[config.mk]
export PLATFORM = sky130hd
export DESIGN_NAME = single_super_pixel_flat
export DESIGN_NICKNAME = d
export VERILOG_FILES = /design/src/rtl/single_super_pixel_if.sv /design/src/rtl/single_super_pixel.sv /design/src/flat_wrapper.sv
export SDC_FILE = /design/constraint.sdc
export NUM_CORES = 1
export LEC_CHECK = 0
export ABC_AREA = 1
export CAP_MARGIN = 20
export CORE_UTILIZATION = 60
export DETAILED_ROUTE_END_ITERATION = 8
export PLACE_DENSITY = 0.81
export SYNTH_ARGS = -nofsm -noshare
export SYNTH_HDL_FRONTEND = slang
export SYNTH_SLANG_ARGS = --single-unit
[constraint.sdc]
create_clock -name clk_40MHz -period 3.25 [get_ports clk_40MHz]
set_input_delay 0.4875 -clock clk_40MHz [delete_from_list [all_inputs] [get_ports clk_40MHz]]
set_output_delay 0.4875 -clock clk_40MHz [all_outputs]
set_load 0.05 [all_outputs]
[src/rtl/single_super_pixel_if.sv]
// Column readout daisy-chain link: words from upstream, ready from downstream.
interface single_super_pixel_if;
  logic [25:0] last_data;
  logic        shake_hands_next;
  logic        shake_hands_last;
  logic [25:0] arbiter_data;

  modport slave (
    input  last_data,
    input  shake_hands_next,
    output shake_hands_last,
    output arbiter_data
  );

  modport master (
    output last_data,
    output shake_hands_next,
    input  shake_hands_last,
    input  arbiter_data
  );
endinterface

[src/rtl/single_super_pixel.sv]
// Digital back-end of one 8-pixel super pixel: config chain, ToA/ToT or event counting, readout merge.
// Test-pulse injection and analog pulse gating exist only when SUPER_PIXEL_TEST_PULSE_EN is defined.
module single_super_pixel (
  input  logic        clk_40MHz,
  input  logic        rst,
  input  logic        rst_n_pixel,
  input  logic        mode,
  input  logic        shutter,
  input  logic        Dpulse,
  input  logic        Apulse_en,
  input  logic [8:0]  TimeStamp,
  input  logic [7:0]  hit,
  input  logic [5:0]  config_info,
  input  logic        addr_col,
  output logic [5:0]  next_config_info,
  output logic [3:0]  config_DAC_0,
  output logic [3:0]  config_DAC_1,
  output logic [3:0]  config_DAC_2,
  output logic [3:0]  config_DAC_3,
  output logic [3:0]  config_DAC_4,
  output logic [3:0]  config_DAC_5,
  output logic [3:0]  config_DAC_6,
  output logic [3:0]  config_DAC_7,
  output logic [7:0]  Apulse_en_super_pixel,
  single_super_pixel_if.slave ro
);
  localparam int unsigned NPIX   = 8;
  localparam int unsigned CFG_W  = 6;
  localparam int unsigned DAC_W  = 4;
  localparam int unsigned TOT_W  = 11;
  localparam int unsigned DAT_W  = 20;
  localparam int unsigned IDX_W  = 3;
  localparam int unsigned WORD_W = 26;

  typedef enum logic [1:0] {PX_IDLE, PX_MEAS, PX_PEND} px_state_e;

  logic [NPIX-1:0][CFG_W-1:0] cfg_q;
  logic [CFG_W-1:0]           next_cfg_q;
  logic [NPIX-1:0][DAC_W-1:0] dac_q;
  logic [NPIX-1:0]            apulse_q;
  logic [NPIX-1:0]            sync1_q, sync2_q, eff_q;
  logic [NPIX-1:0]            pix_en, tp_en, eff, rise, fall;
  logic                       shutter_q, shutter_fall;
  px_state_e                  state_q [NPIX];
  px_state_e                  state_d [NPIX];
  logic [NPIX-1:0][DAT_W-1:0] data_q, data_d;
  logic [NPIX-1:0]            pend, take;
  logic                       local_valid, found;
  logic [IDX_W-1:0]           sel;
  logic [WORD_W-1:0]          arb_q, arb_d;

  // Config chain shifts only during pixel clear; DAC codes follow the chain only once it is stable.
  always_ff @(posedge clk_40MHz) begin
    if (rst) begin
      cfg_q      <= '0;
      next_cfg_q <= '0;
      dac_q      <= '0;
    end else if (!rst_n_pixel) begin
      cfg_q      <= {cfg_q[NPIX-2:0], config_info};
      next_cfg_q <= cfg_q[NPIX-1];
    end else begin
      for (int unsigned i = 0; i < NPIX; i++) dac_q[i] <= cfg_q[i][DAC_W-1:0];
    end
  end

  always_ff @(posedge clk_40MHz) begin
    if (rst) begin
      apulse_q <= '0;
    end else begin
`ifdef SUPER_PIXEL_TEST_PULSE_EN
      apulse_q <= tp_en & {NPIX{Apulse_en}};
`else
      apulse_q <= '0;
`endif
    end
  end

  always_ff @(posedge clk_40MHz) begin
    if (rst) begin
      sync1_q   <= '0;
      sync2_q   <= '0;
      eff_q     <= '0;
      shutter_q <= 1'b0;
    end else begin
      sync1_q   <= hit;
      sync2_q   <= sync1_q;
      eff_q     <= eff;
      shutter_q <= shutter;
    end
  end

  always_comb begin
    pix_en = '0;
    tp_en  = '0;
    for (int unsigned i = 0; i < NPIX; i++) begin
      pix_en[i] = cfg_q[i][5];
      tp_en[i]  = cfg_q[i][4];
    end
`ifdef SUPER_PIXEL_TEST_PULSE_EN
    eff = pix_en & (sync2_q | (tp_en & {NPIX{Dpulse}}));
`else
    eff = pix_en & sync2_q;
`endif
    rise         = eff & ~eff_q;
    fall         = ~eff & eff_q;
    shutter_fall = shutter_q & ~shutter;
  end

`ifndef SUPER_PIXEL_TEST_PULSE_EN
  logic tp_unused;
  assign tp_unused = ^{Dpulse, Apulse_en, tp_en};
`endif

  // Lowest-index pending pixel wins; a pixel clear hides pending words from the arbiter.
  always_comb begin
    pend  = '0;
    sel   = '0;
    found = 1'b0;
    take  = '0;
    for (int unsigned i = 0; i < NPIX; i++) begin
      pend[i] = (state_q[i] == PX_PEND);
      if (pend[i] && !found) begin
        sel   = IDX_W'(i);
        found = 1'b1;
      end
    end
    local_valid = rst_n_pixel & found;
    if (ro.shake_hands_next && local_valid) take[sel] = 1'b1;
    arb_d = arb_q;
    if (ro.shake_hands_next) begin
      if (local_valid)             arb_d = {1'b1, addr_col, sel, mode, data_q[sel]};
      else if (ro.last_data[25])   arb_d = ro.last_data;
      else                         arb_d = '0;
    end
  end

  always_comb begin
    for (int unsigned i = 0; i < NPIX; i++) begin
      state_d[i] = state_q[i];
      data_d[i]  = data_q[i];
      if (!rst_n_pixel || take[i]) begin
        state_d[i] = PX_IDLE;
        data_d[i]  = '0;
      end else if (!mode) begin
        case (state_q[i])
          PX_IDLE: if (rise[i]) begin
            state_d[i] = PX_MEAS;
            data_d[i]  = {TimeStamp, TOT_W'(0)};
          end
          PX_MEAS: begin
            // ToT counts every cycle the hit was seen high, including the one ending it.
            if (data_q[i][TOT_W-1:0] != '1)
              data_d[i][TOT_W-1:0] = data_q[i][TOT_W-1:0] + TOT_W'(1);
            if (fall[i]) state_d[i] = PX_PEND;
          end
          default: ;
        endcase
      end else begin
        case (state_q[i])
          PX_IDLE: begin
            if (shutter && rise[i] && data_q[i] != '1) data_d[i] = data_q[i] + DAT_W'(1);
            if (shutter_fall && pix_en[i] && data_q[i] != '0) state_d[i] = PX_PEND;
          end
          PX_MEAS: begin
            state_d[i] = PX_IDLE;
            data_d[i]  = '0;
          end
          default: ;
        endcase
      end
    end
  end

  always_ff @(posedge clk_40MHz) begin
    if (rst) begin
      for (int unsigned i = 0; i < NPIX; i++) state_q[i] <= PX_IDLE;
      data_q <= '0;
      arb_q  <= '0;
    end else begin
      for (int unsigned i = 0; i < NPIX; i++) state_q[i] <= state_d[i];
      data_q <= data_d;
      arb_q  <= arb_d;
    end
  end

  assign ro.shake_hands_last    = ro.shake_hands_next & ~local_valid;
  assign ro.arbiter_data        = arb_q;
  assign next_config_info       = next_cfg_q;
  assign Apulse_en_super_pixel  = apulse_q;
  assign config_DAC_0           = dac_q[0];
  assign config_DAC_1           = dac_q[1];
  assign config_DAC_2           = dac_q[2];
  assign config_DAC_3           = dac_q[3];
  assign config_DAC_4           = dac_q[4];
  assign config_DAC_5           = dac_q[5];
  assign config_DAC_6           = dac_q[6];
  assign config_DAC_7           = dac_q[7];
endmodule

[src/flat_wrapper.sv]
// flat-port wrapper written by rule: the top's interface ports become plain ports
module single_super_pixel_flat 
  (clk_40MHz, rst, rst_n_pixel, mode, shutter, Dpulse, Apulse_en, TimeStamp, hit, config_info, addr_col, next_config_info, config_DAC_0, config_DAC_1, config_DAC_2, config_DAC_3, config_DAC_4, config_DAC_5, config_DAC_6, config_DAC_7, Apulse_en_super_pixel, ro_last_data, ro_shake_hands_next, ro_shake_hands_last, ro_arbiter_data);
  single_super_pixel_if ro_i ();
  input  logic clk_40MHz;
  input  logic rst;
  input  logic rst_n_pixel;
  input  logic mode;
  input  logic shutter;
  input  logic Dpulse;
  input  logic Apulse_en;
  input  logic [8:0] TimeStamp;
  input  logic [7:0] hit;
  input  logic [5:0] config_info;
  input  logic addr_col;
  output logic [5:0] next_config_info;
  output logic [3:0] config_DAC_0;
  output logic [3:0] config_DAC_1;
  output logic [3:0] config_DAC_2;
  output logic [3:0] config_DAC_3;
  output logic [3:0] config_DAC_4;
  output logic [3:0] config_DAC_5;
  output logic [3:0] config_DAC_6;
  output logic [3:0] config_DAC_7;
  output logic [7:0] Apulse_en_super_pixel;
  input wire logic [$bits(ro_i.last_data)-1:0] ro_last_data;
  input wire logic [$bits(ro_i.shake_hands_next)-1:0] ro_shake_hands_next;
  output wire logic [$bits(ro_i.shake_hands_last)-1:0] ro_shake_hands_last;
  output wire logic [$bits(ro_i.arbiter_data)-1:0] ro_arbiter_data;
  assign ro_i.last_data = ro_last_data;
  assign ro_i.shake_hands_next = ro_shake_hands_next;
  assign ro_shake_hands_last = ro_i.shake_hands_last;
  assign ro_arbiter_data = ro_i.arbiter_data;
  single_super_pixel u_core (.clk_40MHz(clk_40MHz), .rst(rst), .rst_n_pixel(rst_n_pixel), .mode(mode), .shutter(shutter), .Dpulse(Dpulse), .Apulse_en(Apulse_en), .TimeStamp(TimeStamp), .hit(hit), .config_info(config_info), .addr_col(addr_col), .next_config_info(next_config_info), .config_DAC_0(config_DAC_0), .config_DAC_1(config_DAC_1), .config_DAC_2(config_DAC_2), .config_DAC_3(config_DAC_3), .config_DAC_4(config_DAC_4), .config_DAC_5(config_DAC_5), .config_DAC_6(config_DAC_6), .config_DAC_7(config_DAC_7), .Apulse_en_super_pixel(Apulse_en_super_pixel), .ro(ro_i));
endmodule
# --- Word-level counts from Yosys, hierarchy flattened ---
# Memory sizes are Yosys's and may differ from the RTL's.
# Index checks and enable logic that the tools add are counted.
op_classes:
  addsub: 16
  magnitude_cmp: 2
  n_eq_ne: 56
  n_mux: 145
  bitwise_logic: 18
  reduce_logical: 121
op_table:
  columns: ["operator", "count"]
  rows:
  - ["20-bit two-way mux", 25]
  - ["20-bit case mux with 2 select lines", 8]
  - ["11-bit case mux with 2 select lines", 8]
  - ["20-bit by 1-bit adder with 20-bit output (second input constant)", 8]
  - ["20-bit inequality test (second input constant)", 8]
  - ["20-bit nonzero test", 8]
  - ["2-bit two-way mux", 50]
  - ["11-bit by 1-bit adder with 11-bit output (second input constant)", 8]
  - ["11-bit two-way mux", 8]
  - ["11-bit inequality test (second input constant)", 8]
  - ["9-bit two-way mux", 8]
  - ["3-bit by 2-bit inequality test with 1-bit output (second input constant)", 24]
  - ["2-bit case mux with 2 select lines", 16]
  - ["4-bit AND reduction", 16]
  - ["20-bit binary-select mux with 3-bit select", 1]
  - ["26-bit two-way mux", 2]
  - ["2-bit nonzero test", 24]
  - ["1-bit logical AND", 41]
  - ["8-bit AND", 3]
  - ["2-bit by 1-bit equality test with 1-bit output (second input constant)", 8]
  - ["2-bit equality test (second input constant)", 8]
  - ["2-bit logical NOT", 8]
  - ["8-bit NOT", 2]
  - ["2-bit OR reduction", 8]
  - ["11 further kinds", 50]
totals:
  ff_bits: 297
  mem_bits_rw: 16
  in_bits: 58
  n_memories: 1
mem_list:
  columns: ["memory", "depth", "word_bits", "read_ports", "rd_clocked_by_memory_dff", "wr", "line_no", "source"]
  rows:
  - ["u_core.state_q", 8, 2, 8, 0, 8, "single_super_pixel.sv:44", "px_state_e state_q [NPIX];"]

# --- Depth between registers and ports, before layout ---
# Gate-level depths: netlist of the first run.
# An unclocked memory read counts as a cell.
logic_depth:
  word_depth: 32
  depth_mapped: 16
  ltp_nobuf: 16

# --- Worst setup path after synthesis of the first run ---
# No wires, ideal clock.
synth_timing:
  path_kind: "input -> register"
  start: "input mode"
  end: "register u_core.data_q[64] (netlist name)"
  arrival_ns: 2.855
  required_time_ns: 3.135
  path_slack_ns: 0.280
  stages: 15
  path_buffers: 6
  cell_sequence: "buf_4 inv_2 buf_2 buf_2 buf_1 clkbuf_1 ha_1 inv_1 o21ai_0 inv_1 nand2_2 buf_6 nor2_1 xnor2_1 nor2_1"
synth_via:
  elab_chain_len: 2
synth_rtl:
  columns: ["item", "line_no", "source"]
  rows:
  - ["start, declared", "flat_wrapper.sv:8", "input logic mode;"]
  - ["3-bit by 2-bit inequality test with 1-bit output (no line)", null, null]
  - ["4-bit AND reduction (no line)", null, null]
  - ["end signal, assigned", "single_super_pixel.sv:181", "data_q <= data_d;"]
  - ["end, declared", "single_super_pixel.sv:46", "logic [NPIX-1:0][DAT_W-1:0] data_q, data_d;"]
# Several ways; a longest one is shown, not always the timed one.
# A chain may end at the register's enable or synchronous reset.

==> flow_summary.yaml, run 1 <==
place:
  dp_hpwl_um: 44600
  gp_congestion: 1.02
  portBuffers: 120
synthesis:
  synthCells: 2865
  muxShareOfSynthArea_pct: 0
  synth_top_area_share_pct: 34.1
  synth_top_family_by_area: "simple AND/OR/NAND/NOR gates"
  synthXorXnorAreaFrac_pct: 2.62
  synth-simple-area-share_pct: 35.2
  async_reset_ff_share_pct: 0
  yosysWarnings: 0
  syn-cell-area_mm2: 0.0184
  synthAdderAreaFrac_pct: 2.18
  synth_most_common_cell: "nand2_1"
  synth_edf_count: 0
  synthTopCellsByArea: "dfxtp_1 (34%), nand2_1 (17%), a21oi_1 (6.7%)"
  ys.flop_type: "dfxtp_1"
  synth_top_cell_by_area: "dfxtp_1"
  synth_seq_cells: 313
  ys_seq_area_share_pct: 34.1
  synth_compound_area_share_pct: 16.4
  yosysUniqueCellTypes: 56
  synth_area_per_cell_um2: 6.41
  synth_common_cells: "nand2_1 (826), dfxtp_1 (313), inv_1 (280), nor2_1 (261), a21oi_1 (247)"
global_route:
  grt_pass1_vias: 18300
  grt_start_max_net_pins: 87
  grtUsageTotal_pct: 39.7
  antenna_found_initial: 0
  grt_pass1_wl_um: 97800
  grt.overflow.total: 0
floorplan:
  start_util_pct: 61.4
  die_w_um: 177
  die_h_um: 177
  core_area_mm2: 0.0299
  pin_count: 131
  rows: 63
  design.die.area_mm2: 0.0313
worst_setup_path:
  crit_slowest_cell: "nor2_1"
  critPathArrivalTime_ns: 2.54
  critical_path_class: "reg2out"
  crit_path_end_kind: "output port"
  critical_path_required_ns: 2.76
  crit_chain: "inv_1, nor2_1, inv_1, nand3_2, nand2_1, nand2_1, clkinv_1, buf_4"
  startpoint_type: "flop"
  max_stage_delay_ns: 0.41
  crit_fanout: 8
clock_network:
  cts_sinks: 313
  cts_resized: 0
  clk_pin_slew_worst_paths_ns: 0.06
  cts_setup_buffers: 0
  cts_buffers: 37
  ctsHoldBuffers: 0
  htree_levels: 2
  cts_root_buffer: "clkbuf_16"
  cts_tree: "done"
  clock_latency_ns: 0.56
  clockBufferDepth: 3
route:
  first_pass_iters: 6
  ant_nets: 0
  vias: 20100
  drc: 0
  wire_per_inst_um: 18.3
  wl_um: 62000
  drt_iter0_drc: 2622
  viasPerCell: 5.94
finish:
  drive_gt1_share_pct: 7.05
  area_growth_pct: 15.1
  layout.nets: 3054
  final_util_pct: 70.7
  n_antenna_cell: 0
sta:
  relSlewSlack_pct: 42.4
  slew_violations: 0
  finalClockSkew_ns: 0.0276
  worst_pin_slew_ns: 0.863
  period_share_pct: 93.0
  final_hold_viol_count: 0
  final-setup-viol-count: 0
  rsz0062_at_grt: "false"
  max_freq_mhz: 331
  fin_crit_ns: 3.02
  final.setup.tns_ns: 0
worst_hold_path:
  hold_path.class: "in2reg"
power_and_ir_drop:
  power.total_mw: 9.79
  ir_drop_mv: 0.502
  power_density_mw_per_mm2: 463
  power_leakage_nw: 8.40
run_status:
  status: "complete, no violations"
job:
  drv_cap: 0
per-stage QoR:
step	cells	worst slack [ns]	hold WS, ns	instance area (um^2)
after CTS	3381	0.284	0.323	21100
after global placement	3315	0.405	0.390	19800
final	3381	0.227	0.337	21100
after detailed placement	3315	0.310	0.399	19800
after global routing	3381	0.114	0.323	21100
after floorplan	2872	0.280	0.388	18400
cell families (layout without fill, tap and decap cells):
family                   after synthesis  in the layout
buffers and inverters                420            539
AND/OR/NAND/NOR                     1487           1487
XOR/XNOR                              55             55
other                                  1              8
flip-flops                           313            313
AO/OA/AOI/OAI                        557            557
adder cells (fa/ha/maj)               32             32
flip-flops by register name (all words and copies together), names as in the netlist:
signal	flops
u_core.data_q	160
u_core.cfg_q	48
u_core.ro.arbiter_data	26
u_core.state_q	16
u_core.eff_q	8
u_core.sync1_q	8
u_core.sync2_q	8
u_core.next_config_info	6
u_core.config_DAC_0	4
u_core.config_DAC_1	4
u_core.config_DAC_2	4
u_core.config_DAC_3	4
u_core.config_DAC_4	4
u_core.config_DAC_5	4
u_core.config_DAC_6	4
u_core.config_DAC_7	4
u_core.shutter_q	1
worst max-delay path, delay by kind of cell, from the launching register on:
| kind | cells | cell delay (ns) |
|---|---|---|
| flops | 1 | 0.37 |
| buf+inv | 4 | 0.79 |
| simple gates | 4 | 0.81 |
final timing paths:
| path | endpoint | depth (start not counted) | from | slack [ns] |
|---|---|---|---|---|
| max | ro_shake_hands_last | 8 | u_core.state_q[3][3] | 0.23 |
| min | u_core.eff_q[5] | 2 | rst | 0.34 |
| max reg2reg | u_core.ro.arbiter_data[3] | 14 | u_core.state_q[0][2] | 0.46 |
| min reg2reg | u_core.sync2_q[0] | 2 | u_core.sync1_q[0] | 0.40 |
power breakdown:
part | internal, mW | switching (mW)
clock | 2.60 | 1.79
combinational | 0.389 | 0.957
sequential | 3.94 | 0.105
total | 6.93 | 2.86
cell type report:
class	instances	area [um^2]
Multi-Input combinational cell	2139	10400
Sequential cell	313	6270
Timing Repair Buffer	165	1540
Inverter	308	1160
Clock buffer	45	986
Clock inverter	21	299
Tap cell	390	488
Fill cell	2605	8760
placed cells by master (no fill, tap or decap), types with 4 or more instances in the layout:
| cell | instances |
|---|---|
| a211oi_1 | 5 |
| a21oi_1 | 246 |
| a21oi_2 | 4 |
| a31oi_1 | 9 |
| buf_4 | 46 |
| bufinv_16 | 5 |
| clkbuf_1 | 5 |
| clkbuf_16 | 37 |
| clkdlybuf4s50_1 | 117 |
| clkinv_2 | 8 |
| clkinvlp_4 | 4 |
| conb_1 | 8 |
| dfxtp_1 | 313 |
| ha_1 | 32 |
| inv_1 | 280 |
| inv_2 | 24 |
| nand2_1 | 826 |
| nand2_2 | 11 |
| nand3_1 | 166 |
| nand3_2 | 8 |
| nand4_1 | 63 |
| nor2_1 | 261 |
| nor2_2 | 13 |
| nor2_4 | 7 |
| nor3_1 | 72 |
| nor3_2 | 7 |
| nor4_1 | 29 |
| o2111ai_1 | 4 |
| o211ai_1 | 11 |
| o21ai_0 | 210 |
| o21ai_1 | 21 |
| o21ai_2 | 4 |
| o22ai_1 | 11 |
| o31ai_1 | 9 |
| o41ai_1 | 6 |
| or2_2 | 12 |
| xnor2_1 | 10 |
| xor2_1 | 45 |
layer usage:
metal | up-vias | GRT usage [%] | part of all wire (%)
met5 | - | 0 | 0
met4 | 0 | 21.3 | 5.7
met3 | 202 | 7.45 | 10
met2 | 1104 | 60.8 | 43
met1 | 9198 | 52.9 | 41
li1 | 9585 | - | -
No activity file was read; power rests on OpenSTA's default activity.
==> inputs of run 2 (changes only) <==
--- a/config.mk
+++ b/config.mk
@@ -7,9 +7,8 @@
 export LEC_CHECK = 0
 export ABC_AREA = 1
 export CAP_MARGIN = 20
-export CORE_UTILIZATION = 60
+export CORE_UTILIZATION = 30
 export DETAILED_ROUTE_END_ITERATION = 8
-export PLACE_DENSITY = 0.81
 export SYNTH_ARGS = -nofsm -noshare
 export SYNTH_HDL_FRONTEND = slang
 export SYNTH_SLANG_ARGS = --single-unit
==> run 2 against run 1 <==
Global-route usage down 20 points. Core utilization shrank 35 points. Flip-flop and latch count stayed put. Critical endpoint unchanged. Non-clock buffer count rose by 9. Highest routed layer unchanged. Clock-buffer cell count increased by 7. Sequential power hardly changed.
==> flow_summary.yaml, run 2 (same netlist as run 1, synthesis figures left out) <==
sta:
  whs_ns: 0.297
  finalClockSkew_ns: 0.0190
  max_freq_mhz: 324
  period_share_pct: 94.9
  fin_crit_ns: 3.08
  final.setup.tns_ns: 0
  final-setup-viol-count: 0
  relSlewSlack_pct: 47.5
  slew_violations: 0
  fin_ws_ns: 0.166
  final_hold_viol_count: 0
  worst_pin_slew_ns: 0.786
  rsz0062_at_grt: "false"
floorplan:
  die_h_um: 249
  core_area_mm2: 0.0604
  die_w_um: 249
  pin_count: 131
  start_util_pct: 30.4
  rows: 90
  design.die.area_mm2: 0.0622
finish:
  area_growth_pct: 18.3
  final_cell_mix: "nand2_1 (826), dfxtp_1 (313), inv_1 (280), nor2_1 (261), a21oi_1 (246)"
  largest_register_ff_count: 160
  regMostFlops: "u_core.data_q"
  fin_cells: 3784
  final_common_cell: "nand2_1"
  final_util_pct: 36.0
  finalInstanceArea_mm2: 0.0217
  drive_gt1_share_pct: 7.46
  n_antenna_cell: 0
  layout.nets: 3063
clock_network:
  ctsHoldBuffers: 0
  htree_levels: 2
  clock_latency_ns: 0.57
  clockBufferDepth: 3
  cts_sinks: 313
  cts_root_buffer: "clkbuf_16"
  cts_buffers: 37
  cts_tree: "done"
  clk_pin_slew_worst_paths_ns: 0.06
worst_setup_path:
  crit_fanout: 8
  setup.worst_path.start: "u_core.state_q[1][0]"
  critical_path_required_ns: 2.76
  startpoint_type: "flop"
  r2r_start: "u_core.state_q[1][0]"
  critPathArrivalTime_ns: 2.60
  critical_path_class: "reg2out"
  ff2ff_path_depth: 14
  crit_path_end_kind: "output port"
route:
  viasPerCell: 5.01
  wire_per_inst_um: 16.6
  first_pass_iters: 6
  drt_iter0_drc: 1493
  ant_nets: 0
  drc: 0
  wl_um: 62800
  vias: 18900
place:
  dp_hpwl_um: 46200
  place_ws_ns: 0.422
  gp_congestion: 0.960
  portBuffers: 120
  place_area_mm2: 0.0204
  placed_cells: 3715
global_route:
  grt_pass1_vias: 17200
  grt_start_max_net_pins: 56
  grt.overflow.total: 0
  grtUsageTotal_pct: 19.9
  grt_pass1_wl_um: 98600
  antenna_found_initial: 0
worst_hold_path:
  hold_path.class: "in2reg"
  worstHoldStart: "rst_n_pixel"
  whs_path_depth: 2
job:
  drv_cap: 0
power_and_ir_drop:
  power_density_mw_per_mm2: 454
  ir_drop_mv: 0.375
  power.total_mw: 9.86
  power_leakage_nw: 8.47
run_status:
  status: "complete, no violations"
## run 2: final timing paths
check / to / slack, ns
worst max-delay path: ro_shake_hands_last / 0.17
worst min-delay path: u_core.cfg_q[35] / 0.30
worst max register to register: u_core.ro.arbiter_data[15] / 0.43
worst min register to register: u_core.sync2_q[7] / 0.40
## run 2: critical path, stage by stage (launching register included)
cell and delay [ns]:
dfxtp_1 0.38, inv_2 0.05, nand2_1 0.17, nand2_1 0.12
nor2_4 0.18, nand2_1 0.11, nor2_4 0.14, nand3_2 0.12
nand2_1 0.08, nand2_1 0.14, buf_6 0.22, clkinvlp_4 0.13
buf_6 0.17
## run 2: layout make-up
class,instances,area (um^2)
Multi-Input combinational cell,2139,10400
Sequential cell,313,6270
Fill cell,6620,38600
Timing Repair Buffer,174,1620
Tap cell,782,978
Clock buffer,52,1090
Clock inverter,16,213
Inverter,308,1160
## run 2: report_power, final
group	switching, mW	internal [mW]	total, mW
clock	1.77	2.68	4.45
combinational	0.960	0.403	1.36
sequential	0.101	3.94	4.04
## run 2: metal layers
metal  wire, um  track usage, %  share of wire [%]
met3       3840            2.99                6.1
met2      27500            30.9                 44
met1      28900            27.2                 46
met5          0               0                  0
met4       2610            8.52                4.2
## run 2: timing repair
item / CTS / global route
buffers inserted: 0 / 1
gates resized for setup: 0 / 3
endpoints found under the setup margin: 0 / 1
==> inputs of run 3 (changes only) <==
--- a/config.mk
+++ b/config.mk
@@ -7,7 +7,7 @@
 export LEC_CHECK = 0
 export ABC_AREA = 1
 export CAP_MARGIN = 20
-export CORE_UTILIZATION = 30
+export CORE_UTILIZATION = 40
 export DETAILED_ROUTE_END_ITERATION = 8
 export SYNTH_ARGS = -nofsm -noshare
 export SYNTH_HDL_FRONTEND = slang
==> run 3 against run 2 <==
Sequential share of layout area grew 0.35 points. Total power shrank 0.68%. Cell count shrank 4.8%. Wire length grew 3.7%. Flip-flop and latch count is the same. First-iteration DRC count grew 27%. Setup slack gained 0.016 ns. Maximum frequency grew 0.52%. Via count grew 3.0%.
==> flow_summary.yaml, run 3 (same netlist as run 1, synthesis figures left out) <==
power_and_ir_drop:
  ir_drop_mv: 0.432
  p_clk_share_pct: 44.6
  power.total_mw: 9.79
  p_seq_share_pct: 41.3
  p_int_mw: 6.92
  p_sw_share_pct: 29.3
  power_leakage_nw: 8.46
  p_comb_share_pct: 14.0
  switching_power_mw: 2.87
  power_density_mw_per_mm2: 456
sta:
  max_freq_mhz: 326
  final-setup-viol-count: 0
  finalClockSkew_ns: 0.0198
  relSlewSlack_pct: 39.7
  final.setup.tns_ns: 0
  whs_ns: 0.309
  fin_crit_ns: 3.07
  rsz0062_at_grt: "false"
  worst_pin_slew_ns: 0.904
  period_share_pct: 94.4
  final_hold_viol_count: 0
  fin_ws_ns: 0.182
  slew_violations: 0
floorplan:
  rows: 78
  design.die.area_mm2: 0.0467
  start_util_pct: 40.5
  die_h_um: 216
  die_w_um: 216
  core_area_mm2: 0.0453
  pin_count: 131
global_route:
  antenna_found_initial: 1
  grt.overflow.total: 0
  grt_pass1_wl_um: 101000
  grtUsageTotal_pct: 27.5
  grt_start_max_net_pins: 87
  grt_pass1_vias: 18000
clock_network:
  cts_resized: 0
  cts_root_buffer: "clkbuf_16"
  clk_pin_slew_worst_paths_ns: 0.06
  cts_buffers: 38
  ctsHoldBuffers: 0
  clock_latency_ns: 0.58
  cts_sinks: 313
  cts_tree: "done"
  htree_levels: 2
  cts_setup_buffers: 0
  clockBufferDepth: 3
finish:
  final_common_cell: "nand2_1"
  area_growth_pct: 16.9
  finalInstanceArea_mm2: 0.0215
  fin_cells: 3601
  layout.nets: 3064
  final_cell_mix: "nand2_1 (826), dfxtp_1 (313), inv_1 (280), nor2_1 (261), a21oi_1 (246)"
  regMostFlops: "u_core.data_q"
  final_util_pct: 47.4
  largest_register_ff_count: 160
  drive_gt1_share_pct: 7.27
place:
  portBuffers: 120
  place_ws_ns: 0.333
  dp_hpwl_um: 48200
  placed_cells: 3534
  gp_congestion: 0.999
  place_area_mm2: 0.0202
worst_setup_path:
  crit_chain: "inv_1, nor2_1, inv_1, nand3_2, nand2_1, nand2_1, clkinv_1, buf_4"
  critical_path_class: "reg2out"
  max_stage_delay_ns: 0.42
  setup.worst_path.start: "u_core.state_q[3][3]"
  critical_path_required_ns: 2.76
  crit_fanout: 6
  crit_slowest_cell: "nor2_1"
  cp_num_buf_inv: 4
  path_delay_family: "buffers and inverters"
  critPathArrivalTime_ns: 2.58
  crit_path_end_kind: "output port"
  r2r_start: "u_core.state_q[3][3]"
  startpoint_type: "flop"
route:
  drt_iter0_drc: 1896
  first_pass_iters: 6
  wl_um: 65200
  ant_nets: 0
  wire_per_inst_um: 18.1
  vias: 19500
  drc: 0
  viasPerCell: 5.42
worst_hold_path:
  worstHoldStart: "rst"
  hold_path.class: "in2reg"
run_status:
  status: "complete, no violations"
job:
  drv_cap: 0
[run 3: cell count changes in the layout (fill, tap and decap cells not counted), sizes merged]
cell,previous run,this run
inv,305,306
diode,0,1
bufinv,4,3
clkinvlp,2,0
[run 3: layout make-up]
cell class              instances  area (um^2)
well taps                     600          751
diodes                          1         2.50
flip-flops and latches        313         6270
fillers                      4722        23800
inverters                     308         1160
repair buffers                174         1630
clock inverters                14          186
clock buffers                  52         1070
multi-input cells            2139        10400
[run 3: path summary, 6_finish.rpt]
| path | endpoint | slack, ns | cells after the start |
|---|---|---|---|
| setup / recovery | ro_shake_hands_last | 0.18 | 8 |
| hold / removal | u_core.eff_q[3] | 0.31 | 2 |
| setup reg to reg | u_core.data_q[124] | 0.52 | 11 |
| hold reg to reg | u_core.sync2_q[7] | 0.40 | 2 |
[run 3: layer usage]
layer  vias to the layer above  GRT usage, %  routed length [um]  part of all wire [%]
met5                         -             0                   0                     0
met4                         0          10.4                2340                   3.6
met3                       129          6.12                5190                   8.0
met2                       727          42.4               28300                    43
met1                      9065          37.3               29400                    45
li1                       9596             -                   -                     -
[run 3: power by group through the flow]
stage	registers, mW	logic (mW)	clock network [mW]
4_1_cts	4.04	1.36	4.45
3_3_place_gp	4.12	1.34	0
5_1_grt	4.06	1.49	4.65
6_report	4.05	1.37	4.37
3_5_place_dp	4.13	1.35	0
2_1_floorplan	4.19	0.812	0
